**src/rtl/ov5640_cfg_pkg.sv**
```systemverilog
// Shared definitions for the OV5640 init sequencer: FSM state encoding,
// init-ROM entry field positions and the microsecond-to-cycle conversion.
package ov5640_cfg_pkg;

    typedef enum logic [3:0] {
        ST_IDLE     = 4'd0,
        ST_PWR_WAIT = 4'd1,
        ST_FETCH    = 4'd2,
        ST_LOAD     = 4'd3,
        ST_REQ      = 4'd4,
        ST_RETRY    = 4'd5,
        ST_RST_WAIT = 4'd6,
        ST_DONE     = 4'd7,
        ST_ERROR    = 4'd8
    } state_t;

    localparam int REG_ADDR_MSB = 23;
    localparam int REG_ADDR_LSB = 8;
    localparam int REG_DATA_MSB = 7;
    localparam int REG_DATA_LSB = 0;

    function automatic int US_TO_CYC(input int us, input int clk_freq);
        return us * (clk_freq / 32'sd1_000_000);
    endfunction

endpackage

```
**src/rtl/ov5640_us_timer.sv**
```systemverilog
// Loadable down-counter used for the power-up and post-reset waits;
// expired is high while the count sits at zero.
module ov5640_us_timer #(
    parameter int WIDTH = 16
) (
    input  logic             clk,
    input  logic             rst_n,
    input  logic             load,
    input  logic [WIDTH-1:0] load_val,
    input  logic             count,
    output logic             expired
);

    logic [WIDTH-1:0] cnt_r;

    // Reload has priority; otherwise decrement while enabled and hold at zero.
    always_ff @(posedge clk or negedge rst_n) begin
        if (!rst_n) begin
            cnt_r <= {WIDTH{1'b0}};
        end else if (load) begin
            cnt_r <= load_val;
        end else if (count && (cnt_r != {WIDTH{1'b0}})) begin
            cnt_r <= cnt_r - WIDTH'(1);
        end else begin
            cnt_r <= cnt_r;
        end
    end

    assign expired = (cnt_r == {WIDTH{1'b0}});

endmodule

```
**src/rtl/ov5640_init_sequencer.sv**
```systemverilog
// Walks the OV5640 register-init ROM and issues one SCCB write per entry,
// inserting the power-up and soft-reset waits and retrying NACKed writes.
module ov5640_init_sequencer #(
    parameter int ADDR_WIDTH = 8,
    parameter int DATA_WIDTH = 24,
    parameter int REG_NUM    = 252,
    parameter int CLK_FREQ   = 50_000_000,
    parameter int PWRUP_US   = 20000,
    parameter int RST_INDEX  = 1,
    parameter int RST_US     = 5000,
    parameter int MAX_RETRY  = 3
) (
    input  logic                  clk,
    input  logic                  rst_n,
    input  logic                  start,
    output logic [ADDR_WIDTH-1:0] rom_addr,
    input  logic [DATA_WIDTH-1:0] rom_q,
    output logic                  wr_req,
    output logic [15:0]           wr_reg_addr,
    output logic [7:0]            wr_reg_data,
    input  logic                  wr_done,
    input  logic                  wr_nack,
    output logic                  init_busy,
    output logic                  init_done,
    output logic                  init_error,
    output logic [ADDR_WIDTH-1:0] err_index
);

    import ov5640_cfg_pkg::*;

    localparam int PWR_CYC = US_TO_CYC(PWRUP_US, CLK_FREQ);
    localparam int RST_CYC = US_TO_CYC(RST_US, CLK_FREQ);
    localparam int MAX_CYC = (PWR_CYC > RST_CYC) ? PWR_CYC : RST_CYC;
    localparam int TMR_W   = (MAX_CYC > 32'sd2) ? $clog2(MAX_CYC) : 32'sd1;
    localparam int RETRY_W = (MAX_RETRY > 32'sd1) ? $clog2(MAX_RETRY + 32'sd1) : 32'sd1;
    // Timer counts load_val..0 inclusive, so a wait of N cycles loads N-1.
    localparam logic [TMR_W-1:0] PWR_LOAD = TMR_W'((PWR_CYC > 32'sd0) ? PWR_CYC - 32'sd1 : 32'sd0);
    localparam logic [TMR_W-1:0] RST_LOAD = TMR_W'((RST_CYC > 32'sd0) ? RST_CYC - 32'sd1 : 32'sd0);

    state_t                state_r, state_next_s;
    logic [ADDR_WIDTH-1:0] idx_r, idx_next_s;
    logic [RETRY_W-1:0]    retry_r, retry_next_s;
    logic                  last_s, rst_point_s, retry_out_s, start_acc_s;
    logic                  tmr_load_s, tmr_count_s, tmr_expired_s;
    logic [TMR_W-1:0]      tmr_val_s;

    logic [ADDR_WIDTH-1:0] rom_addr_r, err_index_r;
    logic                  wr_req_r, init_busy_r, init_done_r, init_error_r;
    logic [15:0]           wr_reg_addr_r;
    logic [7:0]            wr_reg_data_r;

    assign last_s      = (32'(idx_r) == (REG_NUM - 32'sd1));
    assign rst_point_s = (32'(idx_r) == RST_INDEX);
    assign retry_out_s = (32'(retry_r) >= MAX_RETRY);

    // Next-state, index and retry bookkeeping.
    always_comb begin
        state_next_s = state_r;
        idx_next_s   = idx_r;
        retry_next_s = retry_r;
        case (state_r)
            ST_IDLE, ST_DONE, ST_ERROR: begin
                if (start) begin
                    state_next_s = ST_PWR_WAIT;
                    idx_next_s   = {ADDR_WIDTH{1'b0}};
                    retry_next_s = {RETRY_W{1'b0}};
                end else begin
                    state_next_s = state_r;
                end
            end
            ST_PWR_WAIT: begin
                if (tmr_expired_s) begin
                    state_next_s = ST_FETCH;
                end else begin
                    state_next_s = ST_PWR_WAIT;
                end
            end
            ST_FETCH: state_next_s = ST_LOAD;
            ST_LOAD:  state_next_s = ST_REQ;
            ST_REQ: begin
                if (wr_nack) begin
                    if (retry_out_s) begin
                        state_next_s = ST_ERROR;
                    end else begin
                        state_next_s = ST_RETRY;
                        retry_next_s = retry_r + RETRY_W'(1);
                    end
                end else if (wr_done) begin
                    retry_next_s = {RETRY_W{1'b0}};
                    if (rst_point_s) begin
                        state_next_s = ST_RST_WAIT;
                    end else if (last_s) begin
                        state_next_s = ST_DONE;
                    end else begin
                        state_next_s = ST_FETCH;
                        idx_next_s   = idx_r + ADDR_WIDTH'(1);
                    end
                end else begin
                    state_next_s = ST_REQ;
                end
            end
            ST_RETRY: state_next_s = ST_REQ;
            ST_RST_WAIT: begin
                if (!tmr_expired_s) begin
                    state_next_s = ST_RST_WAIT;
                end else if (last_s) begin
                    state_next_s = ST_DONE;
                end else begin
                    state_next_s = ST_FETCH;
                    idx_next_s   = idx_r + ADDR_WIDTH'(1);
                end
            end
            default: state_next_s = ST_IDLE;
        endcase
    end

    assign start_acc_s = (state_next_s == ST_PWR_WAIT) && (state_r != ST_PWR_WAIT);
    assign tmr_load_s  = start_acc_s ||
                         ((state_next_s == ST_RST_WAIT) && (state_r != ST_RST_WAIT));
    assign tmr_val_s   = (state_next_s == ST_RST_WAIT) ? RST_LOAD : PWR_LOAD;
    assign tmr_count_s = (state_r == ST_PWR_WAIT) || (state_r == ST_RST_WAIT);

    ov5640_us_timer #(
        .WIDTH    (TMR_W)
    ) u_timer (
        .clk      (clk),
        .rst_n    (rst_n),
        .load     (tmr_load_s),
        .load_val (tmr_val_s),
        .count    (tmr_count_s),
        .expired  (tmr_expired_s)
    );

    // FSM, index and retry registers.
    always_ff @(posedge clk or negedge rst_n) begin
        if (!rst_n) begin
            state_r <= ST_IDLE;
            idx_r   <= {ADDR_WIDTH{1'b0}};
            retry_r <= {RETRY_W{1'b0}};
        end else begin
            state_r <= state_next_s;
            idx_r   <= idx_next_s;
            retry_r <= retry_next_s;
        end
    end

    // Output registers, all decoded from the upcoming state so they align with it.
    always_ff @(posedge clk or negedge rst_n) begin
        if (!rst_n) begin
            rom_addr_r    <= {ADDR_WIDTH{1'b0}};
            wr_req_r      <= 1'b0;
            wr_reg_addr_r <= 16'h0000;
            wr_reg_data_r <= 8'h00;
            init_busy_r   <= 1'b0;
            init_done_r   <= 1'b0;
            init_error_r  <= 1'b0;
            err_index_r   <= {ADDR_WIDTH{1'b0}};
        end else begin
            rom_addr_r   <= (state_next_s == ST_FETCH) ? idx_next_s : rom_addr_r;
            wr_req_r     <= (state_next_s == ST_REQ);
            init_busy_r  <= (state_next_s != ST_IDLE) && (state_next_s != ST_DONE) &&
                            (state_next_s != ST_ERROR);
            init_done_r  <= (state_next_s == ST_DONE);
            init_error_r <= (state_next_s == ST_ERROR);
            // ROM word for rom_addr is valid at the end of LOAD (registered read).
            if (state_r == ST_LOAD) begin
                wr_reg_addr_r <= rom_q[REG_ADDR_MSB:REG_ADDR_LSB];
                wr_reg_data_r <= rom_q[REG_DATA_MSB:REG_DATA_LSB];
            end else begin
                wr_reg_addr_r <= wr_reg_addr_r;
                wr_reg_data_r <= wr_reg_data_r;
            end
            if ((state_r == ST_REQ) && (state_next_s == ST_ERROR)) begin
                err_index_r <= idx_r;
            end else if (start_acc_s) begin
                err_index_r <= {ADDR_WIDTH{1'b0}};
            end else begin
                err_index_r <= err_index_r;
            end
        end
    end

    assign rom_addr    = rom_addr_r;
    assign wr_req      = wr_req_r;
    assign wr_reg_addr = wr_reg_addr_r;
    assign wr_reg_data = wr_reg_data_r;
    assign init_busy   = init_busy_r;
    assign init_done   = init_done_r;
    assign init_error  = init_error_r;
    assign err_index   = err_index_r;

endmodule

```
**config.mk**
```make
export PLATFORM = sky130hd
export DESIGN_NAME = ov5640_init_sequencer
export DESIGN_NICKNAME = d
export VERILOG_FILES = /design/src/rtl/ov5640_cfg_pkg.sv /design/src/rtl/ov5640_us_timer.sv /design/src/rtl/ov5640_init_sequencer.sv
export SDC_FILE = /design/constraint.sdc
export NUM_CORES = 1
export LEC_CHECK = 0
export ABC_AREA = 1
export CELL_PAD_IN_SITES_DETAIL_PLACEMENT = 0
export CELL_PAD_IN_SITES_GLOBAL_PLACEMENT = 1
export CORE_MARGIN = 2
export CORE_UTILIZATION = 43
export CTS_CLUSTER_DIAMETER = 80
export DETAILED_ROUTE_END_ITERATION = 16
export PLACE_DENSITY_LB_ADDON = 0.1
export SETUP_SLACK_MARGIN = 0.4
export SKIP_CTS_REPAIR_TIMING = 1
export SLEW_MARGIN = 20
export SYNTH_ARGS = -nofsm -noshare
export SYNTH_HDL_FRONTEND = slang
export SYNTH_HIERARCHICAL = 1
export SYNTH_SLANG_ARGS = --single-unit
export TNS_END_PERCENT = 50
```
**constraint.sdc**
```tcl
create_clock -name clk -period 5.8 [get_ports clk]
set_input_delay 0.87 -clock clk [delete_from_list [all_inputs] [get_ports clk]]
set_output_delay 0.87 -clock clk [all_outputs]
set_load 0.005 [all_outputs]
```
==> run_results.csv <==
group,metric,value,unit
status,run_status,"completed",
finish,layout_common_cells,"nand2_1, dfrtp_1, clkdlybuf4s50_1",
setup_path,arrival_time_of_the_worst_setup_path,4190,ps
timing,final_setup_violation_count,0,
floorplanning,row_count,37,
finish,postLayoutCoreUtil,54.9,%
finish,layout.cells.most_common,"nand2_1",
grt,maximum_number_of_pins_on_one_net_before_global_route_repair,79,
setup_path,critical_path_class,"reg2reg",
pwr,p_total,2.93,mW
floorplanning,dieHeight,107,um
synth,synth_largest_type_area_fraction,42.9,%
clock_tree,clock_tree.htree_level_count,3,
detailed_routing,drt-total-wl,11100,um
detailed_routing,post_route_drc,0,
worst_hold_path,hp-start,"rom_addr[2]",
placement,placed_cell_area,5420,sq um
synth,yosysUniqueCellTypes,33,
detailed_routing,detailroute.via_count,3827,
floorplanning,floorplan.initialDensity,44.3,%
finish,final_cells,780,
synth,synth_sequential_area_ratio,42.9,%
pwr,power.static_leakage,2.73,nW
placement,gp_congestion,0.861,
setup_path,worstPathMaxFanout,24,
timing,final.min_clock_period,3900,ps
timing,max_freq,256,MHz
setup_path,timing.critical_path.to_type,"flip-flop",
timing,worst_margin_pin_slew,839,ps
floorplanning,fp.dieW,107,um
timing,fin_tns_setup,0,ps
detailed_routing,dr.pass1.iters,4,
synth,ys.warnings.count,6,
finish,design.final.nets,673,
pwr,ir_drop,0.194,mV
pwr,pwr_density_cell,519,nW/um^2
grt,antenna_violations_before_repair,0,
clock_tree,cts_tree,"built",
placement,placedCellCount,764,
timing,grt_setup_unrepaired,"false",
grt,grt.total_usage,20.2,%
detailed_routing,wl_per_cell,14.2,um
setup_path,worst_reg_to_reg_cells,22,
clock_tree,clk_latency,350,ps
synth,syn_avg_cell_area,8.18,sq um
clock_tree,sink_count_of_the_clock_tree,78,
detailed_routing,drt_first_iter_violations,148,
setup_path,timing.critical_path.from,"u_timer/cnt_r[0]",
setup_path,critical_path.startpoint_type,"flip-flop",
grt,first_global_vias,3765,
synth,synth_area_leaders,"dfrtp_1, nand2_1, mux2_2",
timing,hold_viol_final,0,
timing,finalCritPeriodShare,67.3,%
setup_path,required,6080,ps
setup_path,reg2reg_launch_point,"u_timer/cnt_r[0]",
job,drv_cap,0,
clock_tree,clock_tree_root_buffer_cell,"clkbuf_8",
placement,detailedPlacementHpwl,8110,um
detailed_routing,avgViaCountPerCell,4.91,
finish,fillCellCount,985,
grt,global_route.overflow_total,0,
finish,post-route-cell-area,5650,sq um
floorplanning,io_pins,73,
detailed_routing,ant_nets,0,
timing,fin_worst_skew,15.9,ps
clock_tree,cts.path.max_buffers,2,
synth,synth_cells,556,
synth,post-synth-top-area-cell,"dfrtp_1",
finish,final_layout_size_suffix_gt1_share,19.1,%
finish,num_antenna_cells,0,
worst_hold_path,worstHoldPathCells,2,
synth,post_synth_instance_area,4550,sq um
placement,placement.io_buffers,72,
floorplanning,die_area,11400,sq um
synth,postSynthRegisterBits,78,
worst_hold_path,worst_hold_path_type,"reg2reg",
timing,finalMaxSlewViolations,0,
clock_tree,cts_made_buffers,9,
clock_tree,clk_transition_reported_paths,90,ps
timing,relative_slew_slack,44.0,%
grt,global_route_wire_length_before_repair,18300,um
finish,areaGrowthSynthToFinish,24.1,%
floorplanning,core_region_area,10300,sq um
## power by group
| group | leakage, nW | switching (mW) | total, mW | internal (mW) |
|---|---|---|---|---|
| sequential | 0.996 | 0.146 | 0.885 | 0.739 |
| clock | 0.107 | 0.215 | 0.461 | 0.246 |
| combinational | 1.62 | 0.933 | 1.58 | 0.652 |
| total | 2.73 | 1.29 | 2.93 | 1.64 |
## cell families (layout without fill, tap and decap cells)
logic type | Yosys count | after routing | synth area share (%)
adders and majority gates | 5 | 5 | 1.38
buffers and inverters | 65 | 143 | 6.02
AOI/OAI and AO/OA | 31 | 31 | 4.54
xor gates and xnor gates | 16 | 16 | 3.08
DFF | 78 | 78 | 42.9
other | 2 | 12 | 0.165
and+or+nand+nor | 335 | 335 | 36.0
muxes | 24 | 24 | 5.94
## metrics by stage
stage	setup WS, ps	hold WS (ps)
4_1_cts	1950	488
3_3_place_gp	2080	459
5_1_grt	1560	509
2_1_floorplan	2830	457
6_report	1900	483
3_5_place_dp	2020	466
## final cells by class
| class | instances | area [sq um] | area share [%] |
|---|---|---|---|
| Clock inverter | 6 | 93.8 | 1.66 |
| Inverter | 53 | 199 | 3.52 |
| Sequential cell | 78 | 1950 | 34.6 |
| Timing Repair Buffer | 74 | 737 | 13.1 |
| Multi-Input combinational cell | 423 | 2370 | 41.9 |
| Tap cell | 136 | 170 | 3.01 |
| Clock buffer | 10 | 128 | 2.26 |
## final timing paths
kind	to	slack (ps)
max	u_timer/cnt_r[0]	1900
min reg2reg	rom_addr[2]	480
min in group asynchronous	u_timer/cnt_r[2]	530
max in group asynchronous	wr_reg_data[0]	4740
max reg2reg	u_timer/cnt_r[0]	1900
min	rom_addr[2]	480
## cell usage after synthesis, drive strengths merged
cell      n
a21oi     5
a31oi     1
buf       7
clkbuf    5
conb      2
dfrtp    78
ha        5
inv      53
mux2     24
nand2   195
nand3    65
nand4     9
nor2     61
nor3      4
nor4      1
o211ai    3
o21a      1
o21ai    16
o22ai     5
xnor2     4
xor2     12
## worst max-delay path: stages (launching register included)
cell     delay, ps
dfrtp_1        410
inv_2          130
ha_1           180
nand2_1         70
nor2_1         210
nand3_1        130
nor4_2         210
buf_4          250
inv_1          140
nand3_1        110
nand2_1         50
inv_1           80
nand3_2        100
nor2_4         160
nand2_4         90
nor2_2         200
nand2_1         70
nand2_1         60
buf_4          270
inv_1          430
nand2_4        320
nand2_1         90
o21ai_2         60
## flip-flops by register name (all words and copies together) (netlist names), 2 cells and up
register,flops
wr_reg_addr,16
retry_r,2
wr_reg_data,8
err_index,8
rom_addr,8
idx_r,8
state_r,4
u_timer/cnt_r,20
## per-layer routing
| layer | track usage [%] | wire length, um | up-vias |
|---|---|---|---|
| li1 | - | - | 1940 |
| met1 | 24.7 | 4820 | 1796 |
| met2 | 37.2 | 5770 | 75 |
| met3 | 2.55 | 332 | 16 |
| met4 | 5.84 | 179 | 0 |
| met5 | 0 | 0 | - |
Note: power is estimated with default switching activity, not from simulation.
